File: src/rtl/mem_access_unit.sv
`default_nettype none
// ---------------------------------------------------------------------------
// mem_access_unit: single-transaction Avalon-MM data-memory master with
// lane placement, load extraction and a waitrequest timeout.
// Revision: 1.0
// ---------------------------------------------------------------------------
module mem_access_unit #(
  parameter int unsigned WAIT_LIMIT = 255
) (
  input  logic        clk,
  input  logic        reset_i,
  input  logic        start_i,
  input  logic        is_load_i,
  input  logic [1:0]  size_i,
  input  logic        signed_i,
  input  logic [31:0] addr_i,
  input  logic [31:0] store_data_i,
  output logic        busy_o,
  output logic        done_o,
  output logic        misaligned_o,
  output logic        bus_error_o,
  output logic [31:0] load_data_o,
  output logic [31:0] avm_address_o,
  output logic        avm_read_o,
  output logic        avm_write_o,
  output logic [31:0] avm_writedata_o,
  output logic [3:0]  avm_byteenable_o,
  input  logic        avm_waitrequest_i,
  input  logic [31:0] avm_readdata_i
);

  localparam logic [1:0] c_IDLE   = 2'd0;
  localparam logic [1:0] c_ACCESS = 2'd1;
  localparam logic [1:0] c_DONE   = 2'd2;
  localparam logic [1:0] c_ERR    = 2'd3;

  logic [1:0]  r_state, w_next;
  logic        r_is_load, r_signed, r_bus_err;
  logic [1:0]  r_size, r_offset;
  logic [31:0] r_wait_cnt;
  logic        w_misaligned, w_accept, w_timeout;
  logic [31:0] w_wdata, w_load_ext;
  logic [3:0]  w_be;
  logic [7:0]  w_byte;
  logic [15:0] w_half;

  assign w_accept     = (r_state == c_IDLE) && start_i;
  assign w_misaligned = ((size_i == 2'b01) && addr_i[0]) ||
                        ((size_i == 2'b10) && (addr_i[1:0] != 2'b00)) ||
                        (size_i == 2'b11);
  // Fires on the stalled cycle that would make the count reach WAIT_LIMIT.
  assign w_timeout    = (WAIT_LIMIT != 0) && avm_waitrequest_i &&
                        (r_wait_cnt == WAIT_LIMIT - 1);

  always_ff @(posedge clk or posedge reset_i) begin
    if (reset_i) r_state <= c_IDLE;
    else         r_state <= w_next;
  end

  always_comb begin
    w_next = r_state;
    case (r_state)
      c_IDLE:   if (start_i) w_next = w_misaligned ? c_ERR : c_ACCESS;
      c_ACCESS: if (!avm_waitrequest_i || w_timeout) w_next = c_DONE;
      c_DONE:   w_next = c_IDLE;
      default:  w_next = c_IDLE;
    endcase
  end

  always_comb begin
    busy_o       = (r_state != c_IDLE);
    done_o       = (r_state == c_DONE) || (r_state == c_ERR);
    misaligned_o = (r_state == c_ERR);
    bus_error_o  = (r_state == c_DONE) && r_bus_err;
    avm_read_o   = (r_state == c_ACCESS) && r_is_load;
    avm_write_o  = (r_state == c_ACCESS) && !r_is_load;
  end

  // Lane placement from the top-aligned store data and the low address bits.
  always_comb begin
    w_wdata = store_data_i;
    w_be    = 4'b1111;
    case (size_i)
      2'b00: begin
        w_wdata = {4{store_data_i[31:24]}};
        w_be    = 4'b0001 << addr_i[1:0];
      end
      2'b01: begin
        w_wdata = {2{store_data_i[31:16]}};
        w_be    = addr_i[1] ? 4'b1100 : 4'b0011;
      end
      default: ;
    endcase
  end

  always_comb begin
    w_byte = avm_readdata_i[7:0];
    case (r_offset)
      2'b01:   w_byte = avm_readdata_i[15:8];
      2'b10:   w_byte = avm_readdata_i[23:16];
      2'b11:   w_byte = avm_readdata_i[31:24];
      default: ;
    endcase
    w_half = r_offset[1] ? avm_readdata_i[31:16] : avm_readdata_i[15:0];
    case (r_size)
      2'b00:   w_load_ext = {{24{r_signed & w_byte[7]}}, w_byte};
      2'b01:   w_load_ext = {{16{r_signed & w_half[15]}}, w_half};
      default: w_load_ext = avm_readdata_i;
    endcase
  end

  always_ff @(posedge clk or posedge reset_i) begin
    if (reset_i) begin
      r_is_load        <= 1'b0;
      r_signed         <= 1'b0;
      r_size           <= 2'b00;
      r_offset         <= 2'b00;
      r_wait_cnt       <= 32'd0;
      r_bus_err        <= 1'b0;
      load_data_o      <= 32'd0;
      avm_address_o    <= 32'd0;
      avm_writedata_o  <= 32'd0;
      avm_byteenable_o <= 4'b0000;
    end else if (w_accept) begin
      r_is_load  <= is_load_i;
      r_signed   <= signed_i;
      r_size     <= size_i;
      r_offset   <= addr_i[1:0];
      r_wait_cnt <= 32'd0;
      r_bus_err  <= 1'b0;
      if (!w_misaligned) begin
        avm_address_o    <= {addr_i[31:2], 2'b00};
        avm_writedata_o  <= w_wdata;
        avm_byteenable_o <= w_be;
      end
    end else if (r_state == c_ACCESS) begin
      if (avm_waitrequest_i) begin
        r_wait_cnt <= r_wait_cnt + 32'd1;
        if (w_timeout) r_bus_err <= 1'b1;
      end else if (r_is_load) begin
        load_data_o <= w_load_ext;
      end
    end
  end

endmodule
`default_nettype wire

File: config.mk
export PLATFORM = sky130hd
export DESIGN_NAME = mem_access_unit
export DESIGN_NICKNAME = d
export VERILOG_FILES = /design/src/rtl/mem_access_unit.sv
export SDC_FILE = /design/constraint.sdc
export NUM_CORES = 1
export LEC_CHECK = 0
export BUFFER_PORTS_ARGS = -buffer_cell sky130_fd_sc_hd__buf_2
export CAP_MARGIN = 40
export CORE_UTILIZATION = 56
export DETAILED_ROUTE_END_ITERATION = 12
export PLACE_DENSITY = 0.86
export REMOVE_ABC_BUFFERS = 1
export SYNTH_ARGS = -nofsm -noshare
export SYNTH_HDL_FRONTEND = slang
export SYNTH_SLANG_ARGS = --single-unit
File: constraint.sdc
create_clock -name clk -period 13.21 [get_ports clk]
set_clock_uncertainty 0.1 [all_clocks]
set_input_delay 2.642 -clock clk [delete_from_list [all_inputs] [get_ports clk]]
set_output_delay 2.642 -clock clk [all_outputs]
set_load 0.05 [all_outputs]
# == Yosys cells after proc, flatten, opt, wreduce, memory -nomap -nowiden ==
# Index checks and enable logic that the tools add are counted.
# totals
ff_bits,139
latchBits,0
mem_bits_rw,0
romBits,0
inputBits,104
output_inout_bits,106
elab_cells,74
n_memories,0
# op_classes
addsub,1
n_mul,0
n_div,0
order_cmp,0
eq_ne,13
shifts,1
muxes,17
n_bitwise,5
reduce_logical,26
# ops
operator,n
32-bit 2-to-1 mux,3
32-bit case mux with 2 select lines,1
24-bit case mux with 2 select lines,1
32-bit by 1-bit adder with 32-bit output (second input constant),1
32-bit by 8-bit equality test with 1-bit output (second input constant),1
8-bit case mux with 3 select lines,1
16-bit 2-to-1 mux,1
2-bit equality test (second input constant),6
2-bit nonzero test,5
2-bit by 1-bit equality test with 1-bit output (second input constant),4
4-bit case mux with 2 select lines,1
1-bit logical AND,7
2-bit logical NOT,3
2-bit 2-to-1 mux,3
2-bit AND reduction,3
1-bit logical OR,4
1-bit 2-to-1 mux,4
4-bit 2-to-1 mux,1
2-bit != test (second input constant),2
2-bit case mux with 2 select lines,1
4-bit AND reduction,1
1-bit by 2-bit << shifter with 4-bit output (first input constant),1
1-bit inverter,3
3-bit AND reduction,1
2 further kinds,4

# == Logic depth before layout (Yosys ltp) ==
# Gate-level depths: netlist (run 1).
# depth
ltp_word,7
mapped_depth,7

# == Worst setup path after synthesis (run 1) ==
# Ideal clock, no wire load.
# synth_timing
path_type,flip-flop to output port
start,register r_state[1]
end,output avm_write_o
arrival_ns,1.723
required_ns,10.468
path_slack_ns,8.745
path_stages_with_launch,3
n_path_buf,1
path_cell_list,dfrtp_1 -> clkbuf_1 -> nor3_1
# synth_between
elab_chain_len,2
# synth_lines
item,line_no,source
from (decl),37,"logic [1:0] r_state, w_next;"
from (signal assigned),56,if (reset_i) r_state <= c_IDLE;
from (signal assigned),57,else r_state <= w_next;
2-bit by 1-bit equality test with 1-bit output,76,avm_write_o = (r_state == c_ACCESS) && !r_is_load;
1-bit logical AND,76,
to (decl),25,"output logic avm_write_o,"
# No other way between the ends.

# == Worst setup path after layout (run 1) ==
# layout_timing
start,input size_i[1]
end,register avm_writedata_o[5]
# layout_between
elab_chain_len,6
elab_cells_between_ends,11
classes_between,eq/ne (3); mux (1); bitwise (1); reduce/logical (6)
# layout_lines
item,line_no,source
from (decl),14,"input logic [1:0] size_i,"
2-bit by 1-bit equality test with 1-bit output / 2-bit equality test (equally long branches),"48, 83, 49",
"1-bit logical AND, on equally long branches","48, 49",
1-bit logical OR,48,assign w_misaligned = ((size_i == 2'b01) && addr_i[0]) ||
1-bit logical OR,49,((size_i == 2'b10) && (addr_i[1:0] != 2'b00)) ||
1-bit inverter (no line),--,
2-bit AND reduction (no line),--,
to (signal assigned),133,avm_writedata_o <= w_wdata;
to (decl),26,"output logic [31:0] avm_writedata_o,"
# Parallel ways exist; a longest one is shown, timed or not.
# A chain may end at the register's enable or synchronous reset.

==> reports/results.ini, run 1 <==
[global_routing]
grt_antenna_before_repair=2
grt_max_degree=64
gr-usage-all-layers_pct=30.2
grt_first_pass_wirelength_mm=29.5
gr-total-overflow=0
grt_pass1_vias=6020

[sta]
fmax_mhz=218
setup_viol=0
slew_headroom_pct=33.6
drv_slew=0
worst_slew_pin_slew_ns=0.969
finalCritPeriodShare_pct=34.8
hold_viol_final=0
setup-tns-final_ns=0
rsz0062_at_grt=no
finalCriticalPeriod_ns=4.59

[layout]
final_cell_area_um2=8580
final_common_cell=buf_2
final_cell_mix=buf_2, dfrtp_1, mux2_2
finalNetCount=936
drive_above_1_share_pct=40.2
area_growth_pct=24.9

[drt]
drt_wl_total_mm=18.7
drcViolationCount=0
drt-wirelength-per-cell_um=18.8
antenna_left=0
drtPass1Iterations=5
vias_per_cell=5.98
vias=5934
first_iter_violations=553

[clocking]
clk_path_buf_depth=2
cts_root_buffer=clkbuf_16
hold_buffers=0
cts.reportedPaths.clkPinSlew_ns=0.06
postCtsSetupBuffers=0
cts_resized=0
insertion_delay_ns=0.43
tritoncts=done
cts-buffers-inserted=17
cts_max_level=4
cts_sinks=139

[placement]
globalplace.congestion=0.903
dp_hpwl_mm=12.7
dpl_cell_area_um2=7980
portBuffers=207

[die]
die_h_um=113
row_count=40
start_util_pct=57.4
fp.dieW_um=113
core-area_um2=12000
ios=210
dieArea_um2=12700

[power]
powerDensity_nw_per_um2=262
power_leakage_nw=4.12
comb_power_share_pct=48.1
clockPowerShare_pct=20.4
seqPwrFrac_pct=31.5
power_switching_w=0.00110
peakVddDrop_uv=261
power.total_w=0.00224
intPower_w=0.00115
switching_share_pct=48.8

[worst_hold_path]
hold_class=flop to flop
hold_depth=2

[setup_path]
crit_buf_inv=3
cpMaxStageDelayCell=buf_2
crit_family=buffers and inverters
crit_top_cell=buf_4
path_class=primary input to flop
endpoint_kind=flop
startpoint_type=primary input
max_stage_delay_ns=0.50
cp.arrival_ns=4.81
crit_chain=buf_2, nor2_1, buf_4, o21ai_4, buf_4, mux2_2
critPathRequiredTime_ns=13.42
critical_path_depth=6
reg2reg_depth=3
cp_max_fo=35

[synth]
ys_warn_count=0
async_flop_share_pct=100
avgSynthCellArea_um2=10.6
syn_area_um2=6870
ys_types=61
synth-main-ff-cell=dfrtp_1
synth_edf_count=0
syn_inst=646
synth_seq_cells=139
ys_seq_area_share_pct=50.6

[flow_run]
drv_cap=0

[outcome]
outcome=completed

==> path summary, 6_finish.rpt <==
kind | from | endpoint | slack [ns]
min in group asynchronous | reset_i | avm_address_o[28] | 2.15
setup / recovery | size_i[1] | avm_writedata_o[5] | 8.62
setup reg to reg | r_offset[1] | load_data_o[15] | 10.61
hold reg to reg | load_data_o[2] | load_data_o[2] | 0.37
hold / removal | load_data_o[2] | load_data_o[2] | 0.37
max in group asynchronous | reset_i | load_data_o[1] | 9.77
==> cell type report <==
type	count	area, µm²
Sequential cell	139	3480
Clock buffer	22	474
Multi-Input combinational cell	448	3170
Tap cell	147	184
Fill cell	812	3380
Clock inverter	10	90.1
Timing Repair Buffer	215	1140
Inverter	9	38.8
Antenna cell	2	5.00
==> kinds of logic (layout without fill, tap and decap cells) <==
| group | count (synthesis) | after routing | synth area share (%) |
|---|---|---|---|
| simple gates | 230 | 230 | 17.5 |
| compound gates | 95 | 95 | 8.91 |
| other cells | 1 | 4 | 0.0546 |
| flops | 139 | 139 | 50.6 |
| fa+ha+maj | 2 | 2 | 0.364 |
| buf+inv | 60 | 256 | 3.72 |
| mux | 108 | 108 | 17.4 |
| xor+xnor | 11 | 11 | 1.40 |
==> through the flow <==
stage	cells	util (%)	setup slack [ns]	hold WS [ns]
2_1_floorplan	596	-	6.45	0.366
3_3_place_gp	955	66.4	7.77	0.356
3_5_place_dp	957	66.7	7.71	0.367
4_1_cts	989	71.4	8.16	0.379
5_1_grt	992	71.7	8.45	0.405
6_report	992	71.7	8.62	0.372
==> power by group through the flow <==
| stage | Clock [W] | Combinational, W | Sequential [W] |
|---|---|---|---|
| 2_1_floorplan | 0 | 0.000305 | 0.00119 |
| 3_3_place_gp | 0 | 0.00105 | 0.000695 |
| 4_1_cts | 0.000459 | 0.00108 | 0.000703 |
| 3_5_place_dp | 0 | 0.00107 | 0.000706 |
| 6_report | 0.000458 | 0.00108 | 0.000707 |
| 5_1_grt | 0.000478 | 0.00113 | 0.000722 |
==> synthesized netlist by cell type, types with 4 or more instances <==
master	number	area, µm²
or4_1	13	97.6
inv_1	9	33.8
nor2b_1	8	50.1
nand2_1	77	289
a22oi_1	9	67.6
nand3_1	43	215
o22ai_1	7	43.8
mux2i_1	26	260
nand2b_1	14	87.6
xnor2_1	8	70.1
dfrtp_1	139	3480
mux2_2	80	901
nand4_1	8	50.1
nor4_1	14	87.6
o21ai_0	30	150
o31ai_1	11	82.6
or3_1	4	25.0
buf_1	4	15.0
buf_2	9	45.0
nor2_1	22	82.6
nor3_1	4	20.0
clkbuf_1	34	128
a21oi_1	17	85.1
==> worst register-to-register path, cell delays in order (launching register included) <==
cell      delay (ns)
dfrtp_1         0.84
mux4_2          0.64
a311oi_2        0.67
a22oi_1         0.20
==> metal layers <==
| metal | vias to the layer above | wire, µm | track usage [%] |
|---|---|---|---|
| met5 | - | 0 | 0 |
| met4 | 0 | 565 | 14.5 |
| met3 | 48 | 1360 | 8.46 |
| met2 | 301 | 9510 | 51.5 |
| met1 | 2894 | 7230 | 35.2 |
| li1 | 2691 | - | - |
==> registers in the layout (all words and copies together) (netlist names) <==
| name | cells |
|---|---|
| r_offset | 2 |
| avm_address_o | 30 |
| r_signed | 1 |
| r_bus_err | 1 |
| avm_byteenable_o | 4 |
| r_wait_cnt | 32 |
| r_is_load | 1 |
| r_size | 2 |
| avm_writedata_o | 32 |
| load_data_o | 32 |
| r_state | 2 |
Note: power is estimated with default switching activity, not from simulation.
==> inputs of run 2 (changes only) <==
CORE_UTILIZATION = 47   (was 56)
PLACE_DENSITY = 0.77   (was 0.86)
clock period = 4 ns   (was 13.21 ns; I/O delays follow)
==> run 2 against run 1 <==
Core utilization down 10 points. First-iteration DRC count decreased by 64%. Design area grew 0.86%. Via count decreased by 4.5%. Critical path depth down 4. Flip-flop and latch count did not move. Clock power increased to 3.4 times the previous value. Sequential power rose to 3.2 times the previous value. Critical endpoint is now avm_read_o. Largest power group unchanged.
==> reports/results.ini, run 2 (synthesis gave the netlist of run 1 again) <==
[outcome]
outcome=completed  ; unchanged

[drt]
vias_per_cell=5.52  ; was 5.98
vias=5665  ; was 5934
drtPass1Iterations=4  ; was 5
drt_wl_total_mm=17.5  ; was 18.7 mm
first_iter_violations=199  ; was 553
drt-wirelength-per-cell_um=17.0  ; was 18.8 µm
drcViolationCount=0  ; unchanged
antenna_left=0  ; unchanged

[setup_path]
regToRegSetupSlack_ns=1.49  ; was 10.61 ns
path_class=flop to output pin  ; was primary input to flop
endpoint_kind=output pin  ; was flop
reg2reg_depth=4  ; was 3
r2r-end=r_wait_cnt[29]  ; was load_data_o[15]
cpMaxStageDelayCell=dfrtp_1  ; was buf_2
critPathRequiredTime_ns=3.10  ; was 13.42 ns
crit_chain=and3b_1, buf_2  ; was buf_2, nor2_1, buf_4, o21ai_4, buf_4, mux2_2
crit_buf_inv=1  ; was 3
cp.arrival_ns=1.66  ; was 4.81 ns
cp_max_fo=18  ; was 35
crit-reg2reg-launch=r_wait_cnt[8]  ; was r_offset[1]
max_stage_delay_ns=0.59  ; was 0.50 ns
crit_family=flip-flops  ; was buffers and inverters
startpoint_type=flop  ; was primary input

[die]
start_util_pct=48.9  ; was 57.4%
die_h_um=123  ; was 113 µm
dieArea_um2=15100  ; was 12700 µm²
fp.dieW_um=123  ; was 113 µm
core-area_um2=14000  ; was 12000 µm²
row_count=43  ; was 40
ios=210  ; unchanged

[worst_hold_path]
hold_depth=2  ; unchanged
hold_class=flop to flop  ; unchanged
min_from=load_data_o[1]  ; was load_data_o[2]
whs_endpoint=load_data_o[1]  ; was load_data_o[2]

[clocking]
postCtsSetupBuffers=0  ; unchanged
insertion_delay_ns=0.42  ; was 0.43 ns
cts.reportedPaths.clkPinSlew_ns=0.06  ; about the same
tritoncts=done  ; unchanged
cts_max_level=4  ; unchanged
cts_resized=0  ; unchanged
clk_path_buf_depth=2  ; unchanged
hold_buffers=0  ; unchanged
cts_sinks=139  ; unchanged
cts-buffers-inserted=17  ; unchanged
cts_root_buffer=clkbuf_16  ; unchanged

[placement]
portBuffers=207  ; unchanged
dpl_cell_area_um2=8050  ; was 7980 µm²
globalplace.congestion=0.822  ; was 0.903
dp_hpwl_mm=12.1  ; was 12.7 mm
pre_cts_slack_ns=1.21  ; was 7.71 ns

[power]
peakVddDrop_uv=569  ; was 261 µV
powerDensity_nw_per_um2=858  ; was 262 nW/µm²
power_leakage_nw=4.13  ; was 4.12 nW

[layout]
finalNetCount=937  ; was 936
area_growth_pct=26.0  ; was 24.9%
final_common_cell=buf_2  ; unchanged
drive_above_1_share_pct=40.4  ; was 40.2%
final_cell_mix=buf_2, dfrtp_1, mux2_2  ; unchanged
reg_top3=avm_writedata_o x32, load_data_o x32, r_wait_cnt x32  ; unchanged
final_cell_area_um2=8650  ; was 8580 µm²

[sta]
setup_viol=0  ; unchanged
fmax_mhz=391
finalCriticalPeriod_ns=2.56
rsz0062_at_grt=no  ; unchanged
worst_slew_pin_slew_ns=0.902  ; was 0.969 ns
drv_slew=0  ; unchanged
slew_headroom_pct=39.9  ; was 33.6%
finalCritPeriodShare_pct=64.0
hold_viol_final=0  ; unchanged
setup_ws_ns=1.44  ; was 8.62 ns

[global_routing]
grt_pass1_vias=5602  ; was 6020
grt_antenna_before_repair=3  ; was 2
grt_first_pass_wirelength_mm=27.8  ; was 29.5 mm
gr-usage-all-layers_pct=24.3  ; was 30.2%
grt_max_degree=78  ; was 64
gr-total-overflow=0  ; unchanged

[flow_run]
drv_cap=0  ; unchanged

## run 2: tightest hold or removal path, delay by kind of cell (launching register included)
kind             cells  cell delay, ns
flip-flops           1            0.33
AO/OA/AOI/OAI        1            0.06
AND/OR/NAND/NOR      1            0.04
## run 2: worst max-delay path by stage
stage / depth (start not counted) / startpoint / endpoint / slack [ns]
after floorplan: 3 / r_state[1] / avm_address_o[10] / -0.92
after global placement: 5 / avm_waitrequest_i / r_wait_cnt[28] / 1.25
after detailed placement: 5 / avm_waitrequest_i / r_wait_cnt[28] / 1.21
after CTS: 2 / r_state[1] / avm_read_o / 1.41
after global routing: 4 / r_wait_cnt[8] / r_wait_cnt[29] / 1.33
final: 2 / r_state[1] / avm_read_o / 1.44
## run 2: layout make-up
type                            count  area, µm²
Fill cell                        1178       5390
Sequential cell                   139       3480
Multi-Input combinational cell    448       3170
Timing Repair Buffer              216       1140
Clock buffer                       20        457
Tap cell                          180        225
Clock inverter                     12        140
Inverter                            9       38.8
Antenna cell                        2       5.00
## run 2: metal layers
metal | global-route usage (%) | vias to the layer above | share of wire (%)
met4 | 9.07 | 2 | 1.7
met1 | 29.4 | 2763 | 42
met3 | 8.53 | 24 | 7.9
met5 | 0 | - | 0.057
li1 | - | 2702 | -
met2 | 40.0 | 174 | 49
## run 2: report_power, final
part / switching (W) / leakage (nW) / internal (W) / total (W)
Sequential: 0.000334 / 1.75 / 0.00192 / 0.00226
Combinational: 0.00261 / 2.10 / 0.000987 / 0.00360
Clock: 0.000617 / 0.283 / 0.000957 / 0.00157
Total: 0.00356 / 4.13 / 0.00386 / 0.00743
## run 2: stage by stage
stage / hold slack (ns) / setup TNS (ns) / cells / utilization (%) / power [W]
after detailed placement: 0.365 / 0 / 992 / 57.3 / 0.00589
final: 0.372 / 0 / 1026 / 61.6 / 0.00743
after global routing: 0.409 / 0 / 1026 / 61.6 / 0.00778
after floorplan: 0.366 / -143.90 / 596 / - / 0.00493
after global placement: 0.358 / 0 / 991 / 57.2 / 0.00581
after CTS: 0.378 / 0 / 1024 / 61.6 / 0.00747
